$ cat config.mk
export PLATFORM = sky130hd
export DESIGN_NAME = bridge_replay_master
export DESIGN_NICKNAME = d
export VERILOG_FILES = /design/src/rtl/bridge_replay_master.sv
export SDC_FILE = /design/constraint.sdc
export NUM_CORES = 1
export LEC_CHECK = 0
export CORE_ASPECT_RATIO = 1.2
export CORE_UTILIZATION = 40
export DETAILED_ROUTE_END_ITERATION = 10
export GPL_ROUTABILITY_DRIVEN = 0
export MAX_ROUTING_LAYER = met4
export PLACE_DENSITY = 0.79
export SETUP_SLACK_MARGIN = 0.3
export SLEW_MARGIN = 5
export SYNTH_ARGS = -nofsm -noshare
export SYNTH_HDL_FRONTEND = slang
export SYNTH_SLANG_ARGS = --single-unit
$ cat constraint.sdc
create_clock -name clk_74a -period 5.6 [get_ports clk_74a]
set_clock_uncertainty 0.2 [all_clocks]
set_input_delay 0.84 -clock clk_74a [delete_from_list [all_inputs] [get_ports clk_74a]]
set_output_delay 0.84 -clock clk_74a [all_outputs]
set_load 0.01 [all_outputs]
$ cat src/rtl/bridge_replay_master.sv
// Replays a table of (address, data) writes onto the APF bridge register bus in the clk_74a domain.
// Optional read-back compare of each entry is enabled by defining BRIDGE_REPLAY_VERIFY_EN.
module bridge_replay_master #(
  parameter  int N_ENTRIES  = 16,
  parameter  int GAP_CYCLES = 16,
  localparam int IDX_W      = (N_ENTRIES > 1) ? $clog2(N_ENTRIES) : 1
) (
  input  logic              clk_74a,
  input  logic              reset_n,
  input  logic              start,
  output logic [IDX_W-1:0]  tbl_addr,
  input  logic [63:0]       tbl_data,
  input  logic              tbl_verify,
  output logic [31:0]       bridge_addr,
  output logic              bridge_wr,
  output logic [31:0]       bridge_wr_data,
  output logic              bridge_rd,
  input  logic [31:0]       bridge_rd_data,
  output logic              busy,
  output logic              done,
  output logic              error,
  output logic [IDX_W-1:0]  err_index
);

  localparam int GAP_W = $clog2(GAP_CYCLES + 1);
  localparam logic [GAP_W-1:0] GAP_LAST = GAP_W'(GAP_CYCLES - 1);
  localparam logic [IDX_W-1:0] LAST_IDX = IDX_W'(N_ENTRIES - 1);

  typedef enum logic [2:0] {
    IDLE, FETCH, LOAD, WRITE, READ, RDWAIT, GAP, DONE
  } state_t;

  state_t           state;
  logic [IDX_W-1:0] idx;
  logic [GAP_W-1:0] gap_cnt;

  // The index register doubles as the table read address, so the ROM sees it during FETCH.
  assign tbl_addr = idx;

`ifdef BRIDGE_REPLAY_VERIFY_EN
  logic [31:0] ent_data;
  logic        ent_verify;

  // Entry payload is plain data and carries no reset.
  always_ff @(posedge clk_74a) begin
    if (state == LOAD) begin
      ent_data   <= tbl_data[31:0];
      ent_verify <= tbl_verify;
    end
  end
`else
  logic unused_inputs;
  assign unused_inputs = ^{tbl_verify, bridge_rd_data};
  assign bridge_rd     = 1'b0;
  assign error         = 1'b0;
  assign err_index     = '0;
`endif

  always_ff @(posedge clk_74a or negedge reset_n) begin
    if (!reset_n) begin
      state          <= IDLE;
      idx            <= '0;
      gap_cnt        <= '0;
      bridge_addr    <= '0;
      bridge_wr      <= 1'b0;
      bridge_wr_data <= '0;
      busy           <= 1'b0;
      done           <= 1'b0;
`ifdef BRIDGE_REPLAY_VERIFY_EN
      bridge_rd      <= 1'b0;
      error          <= 1'b0;
      err_index      <= '0;
`endif
    end else begin
      done <= 1'b0;
      case (state)
        IDLE: begin
          if (start) begin
            idx   <= '0;
            busy  <= 1'b1;
            state <= FETCH;
`ifdef BRIDGE_REPLAY_VERIFY_EN
            error     <= 1'b0;
            err_index <= '0;
`endif
          end
        end
        FETCH: state <= LOAD;
        LOAD: begin
          // A zero address terminates the table early.
          if (tbl_data[63:32] == 32'h0) begin
            busy  <= 1'b0;
            done  <= 1'b1;
            state <= DONE;
          end else begin
            bridge_wr      <= 1'b1;
            bridge_addr    <= tbl_data[63:32];
            bridge_wr_data <= tbl_data[31:0];
            state          <= WRITE;
          end
        end
        WRITE: begin
          bridge_wr      <= 1'b0;
          bridge_wr_data <= '0;
`ifdef BRIDGE_REPLAY_VERIFY_EN
          if (ent_verify) begin
            bridge_rd <= 1'b1;
            state     <= READ;
          end else begin
            bridge_addr <= '0;
            gap_cnt     <= '0;
            state       <= GAP;
          end
`else
          bridge_addr <= '0;
          gap_cnt     <= '0;
          state       <= GAP;
`endif
        end
`ifdef BRIDGE_REPLAY_VERIFY_EN
        READ: begin
          bridge_rd <= 1'b0;
          state     <= RDWAIT;
        end
        RDWAIT: begin
          // Only the first mismatch of a run is recorded.
          if ((bridge_rd_data != ent_data) && !error) begin
            error     <= 1'b1;
            err_index <= idx;
          end
          bridge_addr <= '0;
          gap_cnt     <= '0;
          state       <= GAP;
        end
`endif
        GAP: begin
          if (gap_cnt == GAP_LAST) begin
            if (idx == LAST_IDX) begin
              busy  <= 1'b0;
              done  <= 1'b1;
              state <= DONE;
            end else begin
              idx   <= idx + IDX_W'(1);
              state <= FETCH;
            end
          end else begin
            gap_cnt <= gap_cnt + GAP_W'(1);
          end
        end
        DONE:    state <= IDLE;
        default: state <= IDLE;
      endcase
    end
  end

endmodule

==> run_results.csv <==
group,metric,value,unit
run_status,status,"completed",
setup_path,arrival,3430,ps
drt,viasPerCell,4.75,
synth,avgSynthCellArea,10.1,µm²
setup_path,crit_fanout,45,
drt,detail_route.iter0.violations,124,
clock_tree,hold_buffers,0,
synth,synth_flop_cell,"dfrtp_1",
sta,fin_crit,3370,ps
sta,hold_viol,0,
worst_hold_path,hp-class,"reg2reg",
sta,max_slew.worst_pin.slew,1000,ps
floorplanning,dieArea,9560,µm²
clock_tree,cts_htree_levels,3,
global_route,grt_pass1_wl,13.6,mm
synth,yosys.area.top_type_share,53.9,%
synth,seq_area_frac_synth,53.9,%
clock_tree,cts_setup_buffers,0,
synth,synth-simple-area-share,12.9,%
power_and_ir_drop,vdd_ir_drop_max,0.000119,V
power_and_ir_drop,leakage,2.95,nW
synth,synth_fa_ha_area_share,1.02,%
global_route,grt_max_degree,80,
floorplanning,coreArea,8750,µm²
run,maxCapViolations,0,
sta,slew_viol_final,0,
clock_tree,clock-root-buffer,"clkbuf_8",
finish,fillers,742,
floorplanning,num_rows,37,
power_and_ir_drop,switching_share,21.9,%
clock_tree,clockBufferDepth,2,
setup_path,worstSetupPathType,"in2reg",
sta,fmax,297,MHz
sta,tns,0,ps
clock_tree,cts_sinks,79,
synth,ys_async_sr_fraction,100,%
drt,drtPass1Iterations,4,
synth,synthCells,363,
power_and_ir_drop,power,1.14,mW
drt,vias,2932,
global_route,grt_use_total,19.1,%
clock_tree,worstSkewPairLatency,350,ps
power_and_ir_drop,powerDensity,214,nW/µm²
sta,fin_crit_sh,60.2,%
synth,synth.mux.area_fraction,17.8,%
global_route,grt_pass1_vias,3094,
setup_path,crit_required,5660,ps
power_and_ir_drop,power_switching,248,µW
drt,antenna_left,0,
finish,layout-drive-gt1-share,4.40,%
synth,yosysUniqueCellTypes,35,
synth,ys_top_cells_by_area,"dfrtp_1, mux2i_1, nand2_1",
finish,diodes,0,
place,hpwl,5.85,mm
synth,synth_top_family_by_area,"multiplexers",
floorplanning,start_util,41.9,%
drt,wl_per_cell,13.4,µm
sta,slew_headroom,33.2,%
floorplanning,num_io_pins,177,
clock_tree,cts_buffers,9,
synth,yosysWarnings,0,
synth,ys_ff_latch,79,
synth,synth_compound_area_share,3.55,%
global_route,grt_overflow_total,0,
clock_tree,cts_resized,0,
synth,synth_xor_area_share,0.239,%
drt,totalWireLength,8.28,mm
power_and_ir_drop,p_int,888,µW
setup_path,endpoint_kind,"flop",
power_and_ir_drop,pwr-share-comb,9.8,%
place,port_buffers,137,
floorplanning,die_height,107,µm
clock_tree,cts_tree,"yes",
finish,num-nets-final,598,
global_route,antenna_found_initial,0,
drt,drcViolationCount,0,
synth,yosysTopAreaCell,"dfrtp_1",
power_and_ir_drop,clock_power_share,38.6,%
finish,syn_to_final_growth,44.9,%
synth,synth-edff-count,0,
sta,rsz0062_at_grt,"no",
setup_path,startpoint_type,"primary input",
clock_tree,path_clk_slew,80,ps
sta,finalSetupViolCount,0,
synth,syn_area,3670,µm²
floorplanning,die_w,89.4,µm
power_and_ir_drop,seq_power_share,51.7,%
-- cell usage after synthesis, types with 2 or more instances --
cell	number
or3_1	2
o21ai_0	7
buf_4	11
nand2_1	72
nand4_1	2
nor2_1	2
nor4_1	8
and2_1	2
ha_1	3
and3_1	3
dfrtp_1	79
buf_2	3
nand3_1	8
clkbuf_1	8
a21oi_1	5
inv_1	66
mux2i_1	64
-- logic make-up after synthesis --
group / count (synthesis)
adders and majority gates: 3
and+or+nand+nor: 105
muxes: 65
other: 1
buffers and inverters: 89
xor gates and xnor gates: 1
DFF: 79
AOI/OAI and AO/OA: 20
-- per-stage QoR --
step / util (%) / hold WS, ps / cell area (µm²) / setup slack, ps / std cells
4_1_cts: 60.8 / 314 / 5320 / 2220 / 617
3_3_place_gp: 58.4 / 266 / 5110 / 1930 / 601
6_report: 60.8 / 305 / 5320 / 2230 / 617
3_5_place_dp: 58.4 / 295 / 5110 / 1840 / 601
2_1_floorplan: - / 269 / 3690 / 3270 / 368
5_1_grt: 60.8 / 338 / 5320 / 2070 / 617
-- critical path, stage by stage --
cell and delay, ps:
clkdlybuf4s50_1 440, nor4_1 430, nand4_1 260, o21ai_4 790, buf_12 370, mux2i_1 260
-- power by group through the flow --
stage / sequential [mW] / combinational (mW) / clock (mW)
2_1_floorplan: 0.601 / 0.0300 / 0
3_3_place_gp: 0.597 / 0.110 / 0
3_5_place_dp: 0.599 / 0.113 / 0
4_1_cts: 0.587 / 0.113 / 0.458
5_1_grt: 0.588 / 0.124 / 0.476
6_report: 0.587 / 0.111 / 0.438
-- sequential cells by signal (all words and copies together), names as in the netlist --
| register | flops |
|---|---|
| bridge_wr | 1 |
| tbl_addr | 4 |
| gap_cnt | 5 |
| busy | 1 |
| done | 1 |
| bridge_addr | 32 |
| bridge_wr_data | 32 |
| state | 3 |
-- final cells by class --
| cell class | instances | area (µm²) | area share, % |
|---|---|---|---|
| flip-flops and latches | 79 | 1980 | 37.2 |
| repair buffers | 139 | 1400 | 26.3 |
| multi-input cells | 200 | 1340 | 25.2 |
| inverters | 66 | 248 | 4.66 |
| clock buffers | 13 | 169 | 3.18 |
| well taps | 117 | 146 | 2.75 |
| clock inverters | 3 | 40.0 | 0.753 |
-- worst paths after layout --
kind | from | to | slack (ps) | cells after the start
worst max-delay path | tbl_data[50] | bridge_wr_data[22]$_DFFE_PN0P_ | 2230 | 6
worst min-delay path | bridge_wr$_DFFE_PN0P_ | bridge_wr$_DFFE_PN0P_ | 300 | 2
worst min register to register | bridge_wr$_DFFE_PN0P_ | bridge_wr$_DFFE_PN0P_ | 300 | 2
max in group asynchronous | reset_n | bridge_addr[30]$_DFFE_PN0P_ | 4100 | 1
min in group asynchronous | reset_n | tbl_addr[1]$_DFFE_PN0P_ | 410 | 1
worst max register to register | state[1]$_DFFE_PN0P_ | bridge_wr_data[22]$_DFFE_PN0P_ | 3260 | 4
-- placed cells by master, fill, tap and decap left out, types with 2 or more instances in the layout --
master,netlist,layout
clkdlybuf4s50_1,0,136
dfrtp_1,79,79
nand2_1,72,72
inv_1,66,66
mux2i_1,64,64
clkbuf_8,0,12
nor4_1,8,8
nand3_1,8,7
o21ai_0,7,6
conb_1,1,6
a21oi_1,5,5
and3_1,3,3
ha_1,3,3
nand4_1,2,2
nor2_1,2,2
and2_1,2,2
or3_1,2,2
clkinv_2,0,2
buf_4,11,2
-- layer usage --
metal / global-route usage [%] / routed length (µm) / up-vias
met3: 3.39 / 430 / 14
met2: 32.0 / 4200 / 99
met1: 21.9 / 3450 / 1408
li1: - / - / 1411
met5: - / 0 / -
met4: 9.30 / 189 / 0
(Power assumes the default switching activity.)
